$ cat src/rtl/fwd_hazard_ctrl_if.sv
// Issue/operand/status bundle between the decode stage and the hazard controller.
// The decoder drives the master side and the controller sits on the slave side.
interface fwd_hazard_ctrl_if #(
    parameter int AW    = 4,
    parameter int NSRC  = 2,
    parameter int DEPTH = 3
);
    logic                  i_rdy;
    logic                  d_rdy;
    logic                  issue_vld;
    logic                  issue_we;
    logic                  issue_ld;
    logic [AW-1:0]         issue_dst;
    logic [NSRC-1:0]       src_re;
    logic [NSRC*AW-1:0]    src_addr;
    logic                  flow_change;
    logic                  hlt;
    logic                  pipe_stall;
    logic                  stall_id;
    logic                  bubble;
    logic                  flush;
    logic [NSRC*DEPTH-1:0] byp_sel;
    logic                  hlt_done;

    modport master (
        output i_rdy, d_rdy, issue_vld, issue_we, issue_ld, issue_dst,
               src_re, src_addr, flow_change, hlt,
        input  pipe_stall, stall_id, bubble, flush, byp_sel, hlt_done
    );

    modport slave (
        input  i_rdy, d_rdy, issue_vld, issue_we, issue_ld, issue_dst,
               src_re, src_addr, flow_change, hlt,
        output pipe_stall, stall_id, bubble, flush, byp_sel, hlt_done
    );
endinterface

$ cat src/rtl/fwd_hazard_ctrl.sv
// Hazard/forwarding controller: tracks in-flight RF writers past ID and derives
// load-use stalls, flow-change squash, halt drain and registered bypass selects.
module fwd_hazard_ctrl #(
    parameter int AW        = 4,
    parameter int NSRC      = 2,
    parameter int DEPTH     = 3,
    parameter int LD_LAT    = 1,
    parameter int FLUSH_CYC = 2
) (
    input  logic             clk,
    input  logic             rst_n,
    fwd_hazard_ctrl_if.slave bus
);
    localparam int FCW = $clog2(FLUSH_CYC + 2);
    localparam int HCW = $clog2(DEPTH + 2);

    typedef struct packed {
        logic          vld;
        logic          we;
        logic          ld;
        logic [AW-1:0] dst;
    } trk_t;

    trk_t [DEPTH-1:0]           trk_q, trk_d;
    logic [NSRC-1:0][DEPTH-1:0] byp_q, byp_d, first;
    logic [NSRC-1:0]            lu_port;
    logic [FCW-1:0]             fcnt_q, fcnt_d;
    logic [HCW-1:0]             hcnt_q, hcnt_d;
    logic                       clr_pend_q, clr_pend_d;
    logic                       hlt_pend_q, hlt_pend_d;
    logic                       pipe_stall, adv, load_use, flush, stall_id, accept;

    // Per port: youngest matching writer wins; the descending scan leaves the lowest j.
    always_comb begin
        first   = '0;
        lu_port = '0;
        for (int k = 0; k < NSRC; k++) begin
            for (int j = DEPTH - 1; j >= 0; j--) begin
                if (bus.src_re[k] && (bus.src_addr[k*AW +: AW] != '0) &&
                    trk_q[j].vld && trk_q[j].we &&
                    (trk_q[j].dst == bus.src_addr[k*AW +: AW])) begin
                    first[k]    = '0;
                    first[k][j] = 1'b1;
                    lu_port[k]  = trk_q[j].ld && (j < LD_LAT);
                end
            end
        end
    end

    assign pipe_stall = !bus.i_rdy || !bus.d_rdy;
    assign adv        = !pipe_stall;
    assign load_use   = |lu_port;
    assign flush      = bus.flow_change || (fcnt_q != '0);
    assign stall_id   = pipe_stall || load_use || hlt_pend_q;
    assign accept     = bus.issue_vld && !stall_id && !flush && !hlt_pend_q;

    always_comb begin
        trk_d      = trk_q;
        byp_d      = byp_q;
        fcnt_d     = fcnt_q;
        hcnt_d     = hcnt_q;
        clr_pend_d = clr_pend_q;
        hlt_pend_d = hlt_pend_q;
        if (adv) begin
            for (int j = DEPTH - 1; j > 0; j--) trk_d[j] = trk_q[j-1];
            trk_d[0] = accept ? {1'b1, bus.issue_we, bus.issue_ld, bus.issue_dst} : '0;
            // A flow change seen while frozen squashes on the first advance after it.
            if (bus.flow_change || clr_pend_q) begin
                for (int j = 0; j < FLUSH_CYC && j < DEPTH; j++) trk_d[j].vld = 1'b0;
            end
            clr_pend_d = 1'b0;
            byp_d      = accept ? first : '0;
            if (fcnt_q != '0) fcnt_d = fcnt_q - 1'b1;
            if (hlt_pend_q && (hcnt_q != HCW'(DEPTH))) hcnt_d = hcnt_q + 1'b1;
            if (accept && bus.hlt) hlt_pend_d = 1'b1;
        end else if (bus.flow_change) begin
            clr_pend_d = 1'b1;
        end
        if (bus.flow_change) fcnt_d = FCW'(FLUSH_CYC);
    end

    always_ff @(posedge clk or negedge rst_n) begin
        if (!rst_n) begin
            trk_q      <= '0;
            byp_q      <= '0;
            fcnt_q     <= '0;
            hcnt_q     <= '0;
            clr_pend_q <= 1'b0;
            hlt_pend_q <= 1'b0;
        end else begin
            trk_q      <= trk_d;
            byp_q      <= byp_d;
            fcnt_q     <= fcnt_d;
            hcnt_q     <= hcnt_d;
            clr_pend_q <= clr_pend_d;
            hlt_pend_q <= hlt_pend_d;
        end
    end

    assign bus.pipe_stall = pipe_stall;
    assign bus.stall_id   = stall_id;
    assign bus.bubble     = adv && !accept;
    assign bus.flush      = flush;
    assign bus.byp_sel    = byp_q;
    assign bus.hlt_done   = (hcnt_q == HCW'(DEPTH));
endmodule

$ cat src/flat_wrapper.sv
// flat-port wrapper written by rule: the top's interface ports become plain ports
module fwd_hazard_ctrl_flat 
#(
    parameter int AW        = 4,
    parameter int NSRC      = 2,
    parameter int DEPTH     = 3,
    parameter int LD_LAT    = 1,
    parameter int FLUSH_CYC = 2
)
  (clk, rst_n, bus_i_rdy, bus_d_rdy, bus_issue_vld, bus_issue_we, bus_issue_ld, bus_issue_dst, bus_src_re, bus_src_addr, bus_flow_change, bus_hlt, bus_pipe_stall, bus_stall_id, bus_bubble, bus_flush, bus_byp_sel, bus_hlt_done);
  fwd_hazard_ctrl_if #(.AW(AW), .NSRC(NSRC), .DEPTH(DEPTH)) bus_i ();
  input  logic clk;
  input  logic rst_n;
  input wire logic [$bits(bus_i.i_rdy)-1:0] bus_i_rdy;
  input wire logic [$bits(bus_i.d_rdy)-1:0] bus_d_rdy;
  input wire logic [$bits(bus_i.issue_vld)-1:0] bus_issue_vld;
  input wire logic [$bits(bus_i.issue_we)-1:0] bus_issue_we;
  input wire logic [$bits(bus_i.issue_ld)-1:0] bus_issue_ld;
  input wire logic [$bits(bus_i.issue_dst)-1:0] bus_issue_dst;
  input wire logic [$bits(bus_i.src_re)-1:0] bus_src_re;
  input wire logic [$bits(bus_i.src_addr)-1:0] bus_src_addr;
  input wire logic [$bits(bus_i.flow_change)-1:0] bus_flow_change;
  input wire logic [$bits(bus_i.hlt)-1:0] bus_hlt;
  output wire logic [$bits(bus_i.pipe_stall)-1:0] bus_pipe_stall;
  output wire logic [$bits(bus_i.stall_id)-1:0] bus_stall_id;
  output wire logic [$bits(bus_i.bubble)-1:0] bus_bubble;
  output wire logic [$bits(bus_i.flush)-1:0] bus_flush;
  output wire logic [$bits(bus_i.byp_sel)-1:0] bus_byp_sel;
  output wire logic [$bits(bus_i.hlt_done)-1:0] bus_hlt_done;
  assign bus_i.i_rdy = bus_i_rdy;
  assign bus_i.d_rdy = bus_d_rdy;
  assign bus_i.issue_vld = bus_issue_vld;
  assign bus_i.issue_we = bus_issue_we;
  assign bus_i.issue_ld = bus_issue_ld;
  assign bus_i.issue_dst = bus_issue_dst;
  assign bus_i.src_re = bus_src_re;
  assign bus_i.src_addr = bus_src_addr;
  assign bus_i.flow_change = bus_flow_change;
  assign bus_i.hlt = bus_hlt;
  assign bus_pipe_stall = bus_i.pipe_stall;
  assign bus_stall_id = bus_i.stall_id;
  assign bus_bubble = bus_i.bubble;
  assign bus_flush = bus_i.flush;
  assign bus_byp_sel = bus_i.byp_sel;
  assign bus_hlt_done = bus_i.hlt_done;
  fwd_hazard_ctrl #(.AW(AW), .NSRC(NSRC), .DEPTH(DEPTH), .LD_LAT(LD_LAT), .FLUSH_CYC(FLUSH_CYC)) u_core (.clk(clk), .rst_n(rst_n), .bus(bus_i));
endmodule
$ cat config.mk
export PLATFORM = sky130hd
export DESIGN_NAME = fwd_hazard_ctrl_flat
export DESIGN_NICKNAME = d
export VERILOG_FILES = /design/src/rtl/fwd_hazard_ctrl_if.sv /design/src/rtl/fwd_hazard_ctrl.sv /design/src/flat_wrapper.sv
export SDC_FILE = /design/constraint.sdc
export NUM_CORES = 1
export LEC_CHECK = 0
export BUFFER_PORTS_ARGS = -buffer_cell sky130_fd_sc_hd__buf_2
export CAP_MARGIN = 5
export CORE_ASPECT_RATIO = 0.6
export CORE_MARGIN = 2
export CORE_UTILIZATION = 25
export DETAILED_ROUTE_END_ITERATION = 12
export REMOVE_ABC_BUFFERS = 1
export SYNTH_ARGS = -nofsm -noshare
export SYNTH_HDL_FRONTEND = slang
export SYNTH_SLANG_ARGS = --single-unit
$ cat constraint.sdc
create_clock -name clk -period 2.55 [get_ports clk]
set_clock_uncertainty 0.05 [all_clocks]
set_input_delay 0.255 -clock clk [delete_from_list [all_inputs] [get_ports clk]]
set_output_delay 0.255 -clock clk [all_outputs]
set_load 0.02 [all_outputs]
==> metrics <==
outcome complete, no violations; post-synthesis sequential area ratio 47.9%; cell area after synthesis 1670 um2; Worst R2R Path Depth 7; mean post-synth cell area 11.8 um2; yosys warns 0; core area approximately 6600 um2; Die Width 110 um; Hold Path Stages 2; Bufs on Longest Clock Path 2; clk sinks 32; ANT nets after route 0; hold buffers post-CTS 1; Die Height 67.4 um; overall global routing resource usage 11.1%; H-tree depth 2; Final period util a little over four fifths; cell taking the most area after synthesis dfrtp_1; layout cells sized above 1 32.4%; RSZ-0062 raised after global routing false; post-synthesis cell type count 33; final setup fails 0; WP data required 2250 ps; Worst-Margin Slew 730 ps; top-count cell post-synth dfrtp_1; initial antenna violation count 0; crit path max fanout 5; # nets final 207; CTS tree done; kind of critical path reg -> out; first-pass GRT wire length 6.17 mm; area grow syn2layout 22.1%; drt initial violations 31; CP endpoint kind primary output; final hold slack 120 ps; wire length per cell 13.7 um; via/cell ratio 4.50; TritonRoute pass-1 iters 4; top post-synthesis cells by count 32 x dfrtp_1, 17 x xnor2_1, 12 x mux2_2; Top FF cell, synth dfrtp_1; routability congestion estimate from global placement 0.816; grt ovf 0; # port buffers 33; routed wire length 3.69 mm; Clk pin slew, worst setup/hold paths ~60 ps; CTS buffer count 5; max-slew violation total from the final report 0; Mapped Cells about 140; Final Critical Period 2160 ps; DR vias 1211; io pins 34; Peak VDD IR 0.235 mV; post-cts resize count 0; initial core utilization 25.5%; pwr/cell area about 560 nW/um2; Synth area leaders dfrtp_1 48%, xnor2_1 8.9%, mux2_2 8.1%; CTS root buffer clkbuf_8; maximum clock frequency 0.462 GHz; Fill cells 707; maxcap violations 0; largest net degree at the start of global routing 34; setup TNS 0 ps; EDFF count, synth 0; Yosys reg bits 32; Remaining DRCs 0; startpoint types flip-flop; Worst Hold Class in -> reg; Worst-Skew Late Latency roughly 280 ps; area of the die 7380 um2; ys async rst share 100%; number of global-route vias before repair 1245; dpl hpwl between 2 and 3 mm; Arrival @ worst endpoint 1860 ps; Post-CTS Setup Bufs 0; row count 23; diodes inserted 0; Final Hold Vio Count 0; relative slew slack between 50% and 60%; Static Leak 0.000930 uW; top-area cell type share of the netlist area 47.9%
==> kinds of logic after synthesis <==
logic type	after synthesis	synth area share, %
mux	12	8.08
compound gates	27	13.8
buf+inv	8	1.80
flops	32	47.9
simple gates	35	13.2
fa+ha+maj	3	2.24
xor+xnor	25	13.1
==> where the power goes <==
part	internal, uW	switching [uW]	leakage (uW)
Sequential	543	26.3	0.000434
Combinational	81.9	94.1	0.000451
Clock	220	176	0.0000455
Total	844	297	0.000930
==> worst max-delay path, cell delays in order (launching register included) <==
cell and delay (ps):
dfrtp_1 450, xnor2_1 170, nand3_1 160, nor4_4 410
a21oi_2 90, a21oi_1 130, buf_2 180
==> final timing paths <==
path | slack [ps] | from | endpoint
hold / removal | 120 | bus_flow_change | u_core.fcnt_q[0]$_DFFE_PN0P_
setup reg to reg | 660 | u_core.fcnt_q[0]$_DFFE_PN0P_ | u_core.bus.byp_sel[1]$_DFFE_PN0P_
setup / recovery | 390 | u_core.trk_q[2]$_DFFE_PN0P_ | bus_bubble
max in group asynchronous | 1450 | rst_n | u_core.trk_q[1]$_DFFE_PN0P_
hold reg to reg | 430 | u_core.hcnt_q[0]$_DFFE_PN0P_ | u_core.hcnt_q[0]$_DFFE_PN0P_
min in group asynchronous | 530 | rst_n | u_core.trk_q[16]$_DFFE_PN0P_
==> stage by stage <==
step                      utilization, %  worst slack [ps]  instances  power (uW)  area (um2)
after global routing                31.1               248        269        1210        2040
after floorplan                        -               665        139         684        1660
after detailed placement            29.6               675        260         756        1940
final                               31.1               387        269        1140        2040
after CTS                           31.1               387        269        1160        2040
after global placement              29.6               650        260         751        1940
==> registers in the layout, summed over array words and instances, names as in the netlist <==
| signal | count |
|---|---|
| u_core.fcnt_q | 2 |
| u_core.clr_pend_q | 1 |
| u_core.trk_q | 19 |
| u_core.hcnt_q | 3 |
| u_core.bus.byp_sel | 6 |
| u_core.hlt_pend_q | 1 |
==> area by class of cell <==
type / count / area [um2] / area share [%]
Sequential cell: 32 / 801 / 39.2
Multi-Input combinational cell: 102 / 842 / 41.2
Clock buffer: 8 / 90.1 / 4.41
Timing Repair Buffer: 35 / 183 / 8.94
Inverter: 5 / 18.8 / 0.919
Tap cell: 87 / 109 / 5.33
==> layout by cell type, fill, tap and decap left out, drive strengths merged <==
cell / instances
a2111oi: 1
a211oi: 2
a21o: 2
a21oi: 4
a22o: 9
a32o: 3
and2b: 1
and4bb: 1
buf: 34
clkbuf: 8
dfrtp: 32
dlygate4sd3: 1
ha: 3
inv: 5
mux2: 12
nand2: 7
nand2b: 1
nand3: 8
nand4: 2
nand4b: 1
nor2: 4
nor3: 4
nor4: 4
o21ai: 4
o311ai: 1
o41ai: 1
or3: 1
or4: 1
xnor2: 17
xor2: 8
==> routing by layer <==
layer | vias to the layer above | GRT usage [%] | wire length [um]
met4 | 0 | 3.32 | 21
li1 | 597 | - | -
met5 | - | 0 | 0
met3 | 2 | 3.57 | 167
met1 | 592 | 15.5 | 1920
met2 | 20 | 16.4 | 1570
Power figures use the tool's default switching activity.
